## src/rtl/mult_div_unit_if.sv

```systemverilog
// Handshake/result bundle between the pipeline and the multiply/divide unit.
// MDU_DIVZERO_EN adds the divz flag to the bundle.
interface mdu_if #(
  parameter int W = 32
);
  logic         start;
  logic [1:0]   op;
  logic [W-1:0] busA;
  logic [W-1:0] busB;
  logic         hi_wr;
  logic         lo_wr;
  logic [W-1:0] wdata;
  logic         busy;
  logic         done;
  logic [W-1:0] hi;
  logic [W-1:0] lo;
`ifdef MDU_DIVZERO_EN
  logic         divz;
`endif

  modport master (
    output start, op, busA, busB,
    output hi_wr, lo_wr, wdata,
`ifdef MDU_DIVZERO_EN
    input  divz,
`endif
    input  busy, done, hi, lo
  );

  modport slave (
    input  start, op, busA, busB,
    input  hi_wr, lo_wr, wdata,
`ifdef MDU_DIVZERO_EN
    output divz,
`endif
    output busy, done, hi, lo
  );
endinterface

```

## src/rtl/mult_div_unit.sv

```systemverilog
// Iterative one-bit-per-clock MULT/MULTU/DIV/DIVU with HI/LO registers.
// MDU_DIVZERO_EN adds a divz flag raised in the DONE cycle of a divide by zero.
module mult_div_unit #(
  parameter int DATA_WIDTH = 32,
  parameter int CNT_WIDTH  = 6
) (
  input  logic  clk,
  input  logic  rst_n,
  mdu_if.slave  io
);
  localparam int W = DATA_WIDTH;
  localparam logic [CNT_WIDTH-1:0] LAST =
    CNT_WIDTH'(DATA_WIDTH - 1);

  typedef enum logic [1:0] {
    S_IDLE,
    S_RUN,
    S_FIX,
    S_DONE
  } state_e;

  state_e               state_q, state_d;
  logic [CNT_WIDTH-1:0] cnt_q, cnt_d;
  logic [2*W-1:0]       acc_q, acc_d;
  logic [W-1:0]         b_q, b_d;
  logic [W-1:0]         hi_q, hi_d;
  logic [W-1:0]         lo_q, lo_d;
  logic                 div_q, div_d;
  logic                 qneg_q, qneg_d;
  logic                 rneg_q, rneg_d;
  logic                 bz_q, bz_d;

  logic         a_neg, b_neg;
  logic [W-1:0] a_mag, b_mag;
  logic [W:0]   m_sum;
  logic [W:0]   d_sh;
  logic         d_ge;
  logic [W-1:0] d_rem;
  logic [W-1:0] q_val, r_val;
  logic [2*W-1:0] p_neg;

  assign a_neg = io.op[0] & io.busA[W-1];
  assign b_neg = io.op[0] & io.busB[W-1];
  assign a_mag = a_neg ? -io.busA : io.busA;
  assign b_mag = b_neg ? -io.busB : io.busB;

  // Multiply: add multiplicand into the high half, shift right.
  assign m_sum = {1'b0, acc_q[2*W-1:W]}
               + {1'b0, acc_q[0] ? b_q : '0};

  // Divide: high half is remainder, low half shifts dividend out / quotient in.
  assign d_sh  = {acc_q[2*W-1:W], acc_q[W-1]};
  assign d_ge  = d_sh >= {1'b0, b_q};
  assign d_rem = W'(d_sh - {1'b0, b_q});

  assign q_val = acc_q[W-1:0];
  assign r_val = acc_q[2*W-1:W];
  assign p_neg = -acc_q;

  always_comb begin
    state_d = state_q;
    cnt_d   = cnt_q;
    acc_d   = acc_q;
    b_d     = b_q;
    hi_d    = hi_q;
    lo_d    = lo_q;
    div_d   = div_q;
    qneg_d  = qneg_q;
    rneg_d  = rneg_q;
    bz_d    = bz_q;
    unique case (state_q)
      S_IDLE: begin
        if (io.start) begin
          state_d = S_RUN;
          cnt_d   = '0;
          acc_d   = {{W{1'b0}}, a_mag};
          b_d     = b_mag;
          div_d   = io.op[1];
          qneg_d  = a_neg ^ b_neg;
          rneg_d  = a_neg;
          bz_d    = (io.busB == '0);
        end else begin
          if (io.hi_wr) hi_d = io.wdata;
          if (io.lo_wr) lo_d = io.wdata;
        end
      end
      S_RUN: begin
        cnt_d = cnt_q + 1'b1;
        if (div_q) begin
          acc_d = d_ge
            ? {d_rem, acc_q[W-2:0], 1'b1}
            : {d_sh[W-1:0], acc_q[W-2:0], 1'b0};
        end else begin
          acc_d = {m_sum, acc_q[W-1:1]};
        end
        if (cnt_q == LAST) state_d = S_FIX;
      end
      S_FIX: begin
        state_d = S_DONE;
        if (div_q) begin
          // Divide by zero forces an all-ones quotient regardless of sign.
          lo_d = bz_q ? '1 : (qneg_q ? -q_val : q_val);
          hi_d = rneg_q ? -r_val : r_val;
        end else begin
          {hi_d, lo_d} = qneg_q ? p_neg : acc_q;
        end
      end
      S_DONE: state_d = S_IDLE;
      default: state_d = S_IDLE;
    endcase
  end

  always_ff @(posedge clk or negedge rst_n) begin
    if (!rst_n) begin
      state_q <= S_IDLE;
      cnt_q   <= '0;
      acc_q   <= '0;
      b_q     <= '0;
      hi_q    <= '0;
      lo_q    <= '0;
      div_q   <= 1'b0;
      qneg_q  <= 1'b0;
      rneg_q  <= 1'b0;
      bz_q    <= 1'b0;
    end else begin
      state_q <= state_d;
      cnt_q   <= cnt_d;
      acc_q   <= acc_d;
      b_q     <= b_d;
      hi_q    <= hi_d;
      lo_q    <= lo_d;
      div_q   <= div_d;
      qneg_q  <= qneg_d;
      rneg_q  <= rneg_d;
      bz_q    <= bz_d;
    end
  end

  assign io.busy = (state_q == S_RUN)
                 | (state_q == S_FIX);
  assign io.done = (state_q == S_DONE);
  assign io.hi   = hi_q;
  assign io.lo   = lo_q;
`ifdef MDU_DIVZERO_EN
  assign io.divz = (state_q == S_DONE) & div_q & bz_q;
`endif
endmodule

```

## src/flat_wrapper.sv

```systemverilog
// flat-port wrapper written by rule: the top's interface ports become plain ports
module mult_div_unit_flat 
#(
  parameter int DATA_WIDTH = 32,
  parameter int CNT_WIDTH  = 6
)
  (clk, rst_n, io_start, io_op, io_busA, io_busB, io_hi_wr, io_lo_wr, io_wdata, io_busy, io_done, io_hi, io_lo);
  mdu_if #(.W((32))) io_i ();
  input  logic clk;
  input  logic rst_n;
  input wire logic [$bits(io_i.start)-1:0] io_start;
  input wire logic [$bits(io_i.op)-1:0] io_op;
  input wire logic [$bits(io_i.busA)-1:0] io_busA;
  input wire logic [$bits(io_i.busB)-1:0] io_busB;
  input wire logic [$bits(io_i.hi_wr)-1:0] io_hi_wr;
  input wire logic [$bits(io_i.lo_wr)-1:0] io_lo_wr;
  input wire logic [$bits(io_i.wdata)-1:0] io_wdata;
  output wire logic [$bits(io_i.busy)-1:0] io_busy;
  output wire logic [$bits(io_i.done)-1:0] io_done;
  output wire logic [$bits(io_i.hi)-1:0] io_hi;
  output wire logic [$bits(io_i.lo)-1:0] io_lo;
  assign io_i.start = io_start;
  assign io_i.op = io_op;
  assign io_i.busA = io_busA;
  assign io_i.busB = io_busB;
  assign io_i.hi_wr = io_hi_wr;
  assign io_i.lo_wr = io_lo_wr;
  assign io_i.wdata = io_wdata;
  assign io_busy = io_i.busy;
  assign io_done = io_i.done;
  assign io_hi = io_i.hi;
  assign io_lo = io_i.lo;
  mult_div_unit #(.DATA_WIDTH(DATA_WIDTH), .CNT_WIDTH(CNT_WIDTH)) u_core (.clk(clk), .rst_n(rst_n), .io(io_i));
endmodule
```

## config.mk

```make
export PLATFORM = sky130hd
export DESIGN_NAME = mult_div_unit_flat
export DESIGN_NICKNAME = d
export VERILOG_FILES = /design/src/rtl/mult_div_unit_if.sv /design/src/rtl/mult_div_unit.sv /design/src/flat_wrapper.sv
export SDC_FILE = /design/constraint.sdc
export NUM_CORES = 1
export LEC_CHECK = 0
export CAP_MARGIN = 25
export CORE_MARGIN = 2
export CORE_UTILIZATION = 40
export CTS_CLUSTER_DIAMETER = 40
export CTS_CLUSTER_SIZE = 20
export DETAILED_ROUTE_END_ITERATION = 10
export GPL_TIMING_DRIVEN = 0
export PLACE_DENSITY = 0.71
export SETUP_SLACK_MARGIN = 0.5
export SLEW_MARGIN = 10
export SYNTH_ARGS = -nofsm -noshare
export SYNTH_HDL_FRONTEND = slang
export SYNTH_SLANG_ARGS = --single-unit
```

## constraint.sdc

```tcl
create_clock -name clk -period 4.21 [get_ports clk]
set_input_delay 0.6315 -clock clk [delete_from_list [all_inputs] [get_ports clk]]
set_output_delay 0.6315 -clock clk [all_outputs]
set_load 0.005 [all_outputs]
```

==> flow_summary.ini, run 1 <==
[flow_run]
maxCapViolations = 0

[clocking]
ctsHtreeMaxLevel = 4
clk_pin_slew_ps = 80
cts_hold_buffers = 0
clockBufferDepth = 2
cts.sinks = 172
insertion_delay_ps = 450
cts_tree = yes
cts_root_buffer = clkbuf_16
numCtsBuffers = 17

[drt]
wl_per_cell_um = 21.2
drt_wl_total_um = 53500
ant_nets = 0
first_pass_iters = 5
first_iter_violations = 1476
vias = 15200
vias_per_cell = 6.02
drc = 0

[synthesis]
synthFlopType = dfrtp_1
synthArstFlopShare_pct = 100
synth-edff-count = 0
yosys_warnings = 0
synth_seq_cells = 172
netlist_area_mm2 = 0.0146
yosysSeqAreaShare_pct = 29.4
ys_types = 73
syn_nets = 2028
synthCells = 1850
synth_area_per_cell_um2 = 7.91

[floorplan]
die_area_mm2 = 0.0381
io_pins = 169
core_area_mm2 = 0.0363
die_h_um = 195
start_util_pct = 40.2
die_w_um = 195
std_cell_rows = 70

[power]
cellPowerDensity_mw_per_mm2 = 832
p_clk_share_pct = 10.9
power_mw = 14.7
switching_share_pct = 51.6
p_sw_mw = 7.59
seq_power_share_pct = 22.2
vdd_drop_max_mv = 0.448
p_int_mw = 7.12
p_comb_share_pct = 66.9
leakage_nw = 7.42

[sta]
fin_worst_skew_ps = 16.8
finalSetupViolations = 0
fmax_ghz = 0.275
slew_violations = 0
max_slew_margin_pct = 29.0
fin_crit_sh_pct = 86.5
period_needed_ps = 3640
hold_violations = 0
tightest_slew_ps = 1060
rsz0062_at_grt = yes

[setup_path]
end_kind = register
crit_chain = inv_2 > clkbuf_2 > nor2_1 > ha_1 > a21o_1 > or3_1 > o2111ai_1 > o211ai_1 > o211ai_1 > buf_4 > a21oi_1 > a211oi_1 > mux2i_1 > o211ai_1
critPathSlowestCell = dfrtp_2
max_stage_delay_ps = 450
crit_start = u_core.acc_q[0]
cp_common_cell = o211ai_1
crit_type = register to register
cp-start-kind = register
worst-path-max-fanout = 10
timing.rr.start = u_core.acc_q[0]
critPathBufInv = 3
required_ps = 4510
arrival_ps = 3940
path_delay_family = compound AO/OA/AOI/OAI gates

[cells_and_area]
final_nets = 2222
fillCellCount = 3524
regArea_mm2 = 0.00431
antenna_cells = 0
drive_above_1_share_pct = 5.06
area_growth_pct = 20.8
fin_cells = 2525
design_area_mm2 = 0.0177
multi_input_area_mm2 = 0.00977

[place]
dp_hpwl_um = 41800
dpl-instance-area_mm2 = 0.0169
io_buffers = 168
gp_congestion = 0.993
dp.cells = 2487

[grt]
antenna_found_initial = 0
grt_pass1_vias = 14300
grt.overflow.total = 0
grt_max_degree = 89
grt_pass1_wl_um = 81900
grtUsageTotal_pct = 27.5

[outcome]
status = finished clean

[min_path]
hp-class = input port to async pin
-- registers in the layout, indices dropped and copies added, names as in the netlist --
name            flops
u_core.acc_q       64
u_core.b_q         32
u_core.io.hi       32
u_core.io.lo       32
u_core.cnt_q        6
u_core.state_q      2
u_core.bz_q         1
u_core.div_q        1
u_core.qneg_q       1
u_core.rneg_q       1
-- cells by family after synthesis --
group / Yosys count / synth area share, %
fa+ha+maj: 75 / 6.52
simple gates: 577 / 18.2
flops: 172 / 29.4
buf+inv: 172 / 4.51
xor+xnor: 177 / 10.6
mux: 84 / 5.79
compound gates: 593 / 25.0
-- final timing paths --
check	cells past startpoint	to	slack, ps
worst max register to register	14	u_core.acc_q[61]	570
max in group asynchronous	2	u_core.io.hi[23]	3100
min in group clk	2	u_core.b_q[16]	480
worst max-delay path	14	u_core.acc_q[61]	570
worst min-delay path	1	u_core.state_q[1]	190
worst min register to register	2	u_core.b_q[16]	480
-- per-stage QoR --
stage / hold slack (ps) / TNS, ps / worst slack [ps] / util [%]
finish: 190 / 0 / 569 / 48.6
global route: 239 / 0 / 444 / 48.6
detailed placement: 471 / -337 / -111 / 46.6
global placement: 463 / -833030 / -4860 / 46.5
floorplan: 336 / 0 / 863 / -
CTS: 228 / 0 / 508 / 48.3
-- cell usage after synthesis, drive strengths merged, types with 8 or more instances --
cell    instances  area (um^2)
nor3           29          155
ha             73          913
or4            19          150
or3            20          125
a31oi          16          100
nor4           24          156
or2             8         50.1
mux2i          79          791
nand3          21          105
inv            61          229
o21ai         220         1100
a22oi          12         90.1
nor2          160          608
a21o           38          285
nand2         226          848
nand2b         20          125
o221ai          8         70.1
o41ai          17          156
and2           10         62.6
o22ai          34          213
o211ai          8         60.1
nand4          20          125
a211oi         18          135
o31ai          18          135
o21a           12         90.1
buf            26          111
xor2           72          631
a21oi         134          689
xnor2         105          920
dfrtp         172         4300
clkbuf         85          319
-- cell type report --
class                           instances  share of cell area, %
Multi-Input combinational cell       1506                   55.3
Sequential cell                       172                   24.4
Timing Repair Buffer                  175                   9.95
Tap cell                              468                   3.31
Buffer                                111                   2.55
Clock buffer                           18                   2.43
Inverter                               61                   1.30
Clock inverter                         14                  0.807
-- routing by layer --
layer / track usage, % / wire, um / vias up
met3: 3.87 / 4160 / 107
met1: 38.0 / 23400 / 7298
li1: - / - / 7070
met2: 43.9 / 24200 / 737
met5: 0 / 0 / -
met4: 9.95 / 1710 / 0
-- power groups by stage --
stage / clock [mW] / sequential (mW) / combinational (mW)
floorplan: 0 / 2.97 / 6.43
global placement: 0 / 3.22 / 9.29
detailed placement: 0 / 3.26 / 9.41
CTS: 1.62 / 3.23 / 9.52
global route: 1.68 / 3.34 / 10.7
finish: 1.61 / 3.26 / 9.84
-- worst register-to-register path, delay by kind of cell (launching register included) --
kind,cells,cell delay [ps]
muxes,1,240
adders and majority gates,1,340
DFF,1,450
and+or+nand+nor,2,410
buffers and inverters,3,540
AOI/OAI and AO/OA,7,1520
-- cells in the final DEF (no fill, tap or decap), types with 72 or more instances in the layout --
cell             Yosys  final
clkdlybuf4s50_1      0    167
xor2_1              72     72
nor2_1             157    157
nand2_1            226    226
a21oi_1            129    127
mux2i_1             79     79
o21ai_0            207    204
dfrtp_1            172    171
xnor2_1            105    105
ha_1                73     73
clkbuf_1            85     82
-- what timing repair did --
item,4_1_cts,5_1_grt
endpoints found under the hold margin,0,0
buffers inserted,0,6
setup endpoints to repair,52,34
pin swaps,0,4
resized for setup,21,15
gates cloned,0,0
Power figures use the tool's default switching activity.
==> run 2: changes to the inputs <==
--- a/config.mk
+++ b/config.mk
@@ -5,6 +5,7 @@
 export SDC_FILE = /design/constraint.sdc
 export NUM_CORES = 1
 export LEC_CHECK = 0
+export ABC_AREA = 1
 export CAP_MARGIN = 25
 export CORE_MARGIN = 2
 export CORE_UTILIZATION = 40
@@ -12,7 +13,7 @@
 export CTS_CLUSTER_SIZE = 20
 export DETAILED_ROUTE_END_ITERATION = 10
 export GPL_TIMING_DRIVEN = 0
-export PLACE_DENSITY = 0.71
+export PLACE_DENSITY = 0.7
 export SETUP_SLACK_MARGIN = 0.5
 export SLEW_MARGIN = 10
 export SYNTH_ARGS = -nofsm -noshare
==> flow_summary.ini, run 2 <==
[outcome]
status = finished clean

[power]
p_int_mw = 7.26
p_comb_share_pct = 70.8
vdd_drop_max_mv = 0.393
seq_power_share_pct = 19.8
p_sw_mw = 10.3
cellPowerDensity_mw_per_mm2 = 841
switching_share_pct = 58.7
power_mw = 17.6
p_clk_share_pct = 9.4
leakage_nw = 10.7

[synthesis]
syn_nets = 3274
synthArstFlopShare_pct = 100
synth_common_cells = nand2_1 (939), inv_1 (452), nor2_1 (364), nand3_1 (309), a21oi_1 (196)
synth-edff-count = 0
synthFlopType = dfrtp_1
synthCells = 3096
ys_types = 50
synth_top_area_share_pct = 24.1
yosys_warnings = 0
synth_area_leader_cell = dfrtp_1
synth_seq_cells = 172
netlist_area_mm2 = 0.0179
ys_top_cells_by_area = dfrtp_1 (24%), nand2_1 (20%), inv_1 (9.5%)
yosysSeqAreaShare_pct = 24.1
synth_area_per_cell_um2 = 5.78
yosysMostFrequentCell = nand2_1

[sta]
finalSetupViolations = 0
period_needed_ps = 3450
hold_violations = 0
tightest_slew_ps = 872
fin_ws_ps = 759
slew_violations = 0
rsz0062_at_grt = no
holdWs_ps = 62.7
max_slew_margin_pct = 41.3
fmax_ghz = 0.290
fin_worst_skew_ps = 19.7
tns_ps = 0
fin_crit_sh_pct = 82.0

[cells_and_area]
fin_cells = 3889
final_nets = 3462
multi_input_area_mm2 = 0.0114
regArea_mm2 = 0.00430
layout_common_cells = nand2_1 (939), inv_1 (452), nor2_1 (364), nand3_1 (309), a21oi_1 (196)
largest_register_ffs = 64
fillCellCount = 4840
drive_above_1_share_pct = 3.37
layout_commonest_cell = nand2_1
top_register = u_core.acc_q
antenna_cells = 0
area_growth_pct = 17.0

[grt]
grtUsageTotal_pct = 33.6
grt_max_degree = 103
grt_pass1_wl_um = 118000
antenna_found_initial = 0
grt_pass1_vias = 19600
grt.overflow.total = 0

[clocking]
clk_pin_slew_ps = 70
cts_tree = yes
cts_root_buffer = clkbuf_16
cts.sinks = 172
insertion_delay_ps = 490
ctsHtreeMaxLevel = 4
numCtsBuffers = 17
cts_hold_buffers = 0
post_cts_resized = 0
clockBufferDepth = 2
cts_setup_buffers = 0

[drt]
first_iter_violations = 2531
first_pass_iters = 6
wl_per_cell_um = 20.2
drc = 0
vias_per_cell = 5.49
vias = 21400
drt_wl_total_um = 78700
ant_nets = 0

[floorplan]
die_w_um = 215
io_pins = 169
start_util_pct = 40.4
die_area_mm2 = 0.0464
std_cell_rows = 77
die_h_um = 215
core_area_mm2 = 0.0442

[place]
gp_congestion = 1.03
io_buffers = 168
pre_cts_ws_ps = 623
dp.cells = 3857
dp_hpwl_um = 65200

[setup_path]
arrival_ps = 3830
end_kind = register
crit_chain = buf_6 > buf_2 > nand2_1 > inv_1 > ha_1 > inv_1 > fa_1 > inv_1 > nand3_1 > nand3_1 > nand2_1 > nand2_1 > nand2_1 > nand2_1 > nand3_1 > nand3_1 > nand3_1 > nand3_1 > nand2_1
critPathSlowestCell = fa_1
path_delay_family = simple AND/OR/NAND/NOR gates
max_stage_delay_ps = 390
crit_type = register to register
worst-path-max-fanout = 10
critPathBufInv = 5
cp-start-kind = register
required_ps = 4590

[min_path]
hp-class = input port to async pin

[flow_run]
maxCapViolations = 0
==> run 2: changes by cell type in the layout (fill, tap and decap cells not counted), moves of 79 or more <==
cell,before,now
inv_1,60,452
nor2_1,157,364
nand3_1,21,309
mux2i_1,79,0
xnor2_1,105,15
nand2_1,226,939
==> run 2: worst paths after layout <==
kind                            slack (ps)          endpoint            start  cells after the start
worst max-delay path                   760  u_core.acc_q[61]  u_core.acc_q[0]                     19
worst min-delay path                    60    u_core.b_q[27]            rst_n                      1
worst max register to register         760  u_core.acc_q[61]  u_core.acc_q[0]                     19
worst min register to register         490   u_core.cnt_q[5]  u_core.cnt_q[5]                      1
max in group asynchronous             3210  u_core.io.lo[21]            rst_n                      2
min in group clk                       490   u_core.cnt_q[5]  u_core.cnt_q[5]                      1
==> run 2: cell families after synthesis <==
group           share of synthesized area, %
flops                                   24.1
fa+ha+maj                               5.33
xor+xnor                                2.15
buf+inv                                 12.1
compound gates                          13.5
simple gates                            42.8
==> run 2: cell type report <==
cell class | count | share of cell area [%]
timing repair buffer | 169 | 8.19
clock buffer | 19 | 2.07
multi-input combinational | 2360 | 54.5
tap | 592 | 3.54
sequential | 172 | 20.6
buffer | 99 | 2.02
clock inverter | 13 | 0.729
inverter | 465 | 8.36
==> run 2: power by group through the flow <==
stage	Sequential, mW	Combinational, mW	Clock [mW]
6_report	3.48	12.5	1.66
5_1_grt	3.54	13.6	1.73
4_1_cts	3.43	12.1	1.67
3_5_place_dp	3.46	12.0	0
3_3_place_gp	3.45	12.0	0
2_1_floorplan	3.03	7.80	0
==> run 2: through the flow <==
stage | cell area (um^2) | util (%)
floorplan | 17900 | -
global placement | 20300 | 45.9
detailed placement | 20300 | 46.0
CTS | 20900 | 47.3
global route | 20900 | 47.3
finish | 20900 | 47.3
==> run 2: metal layers <==
metal  vias up  part of all wire [%]  GRT usage [%]
met3       137                    11           7.13
met2      1012                    41           48.6
met5         -                     0              0
li1      10300                     -              -
met4         0                   3.4           12.2
met1      9897                    45           48.8
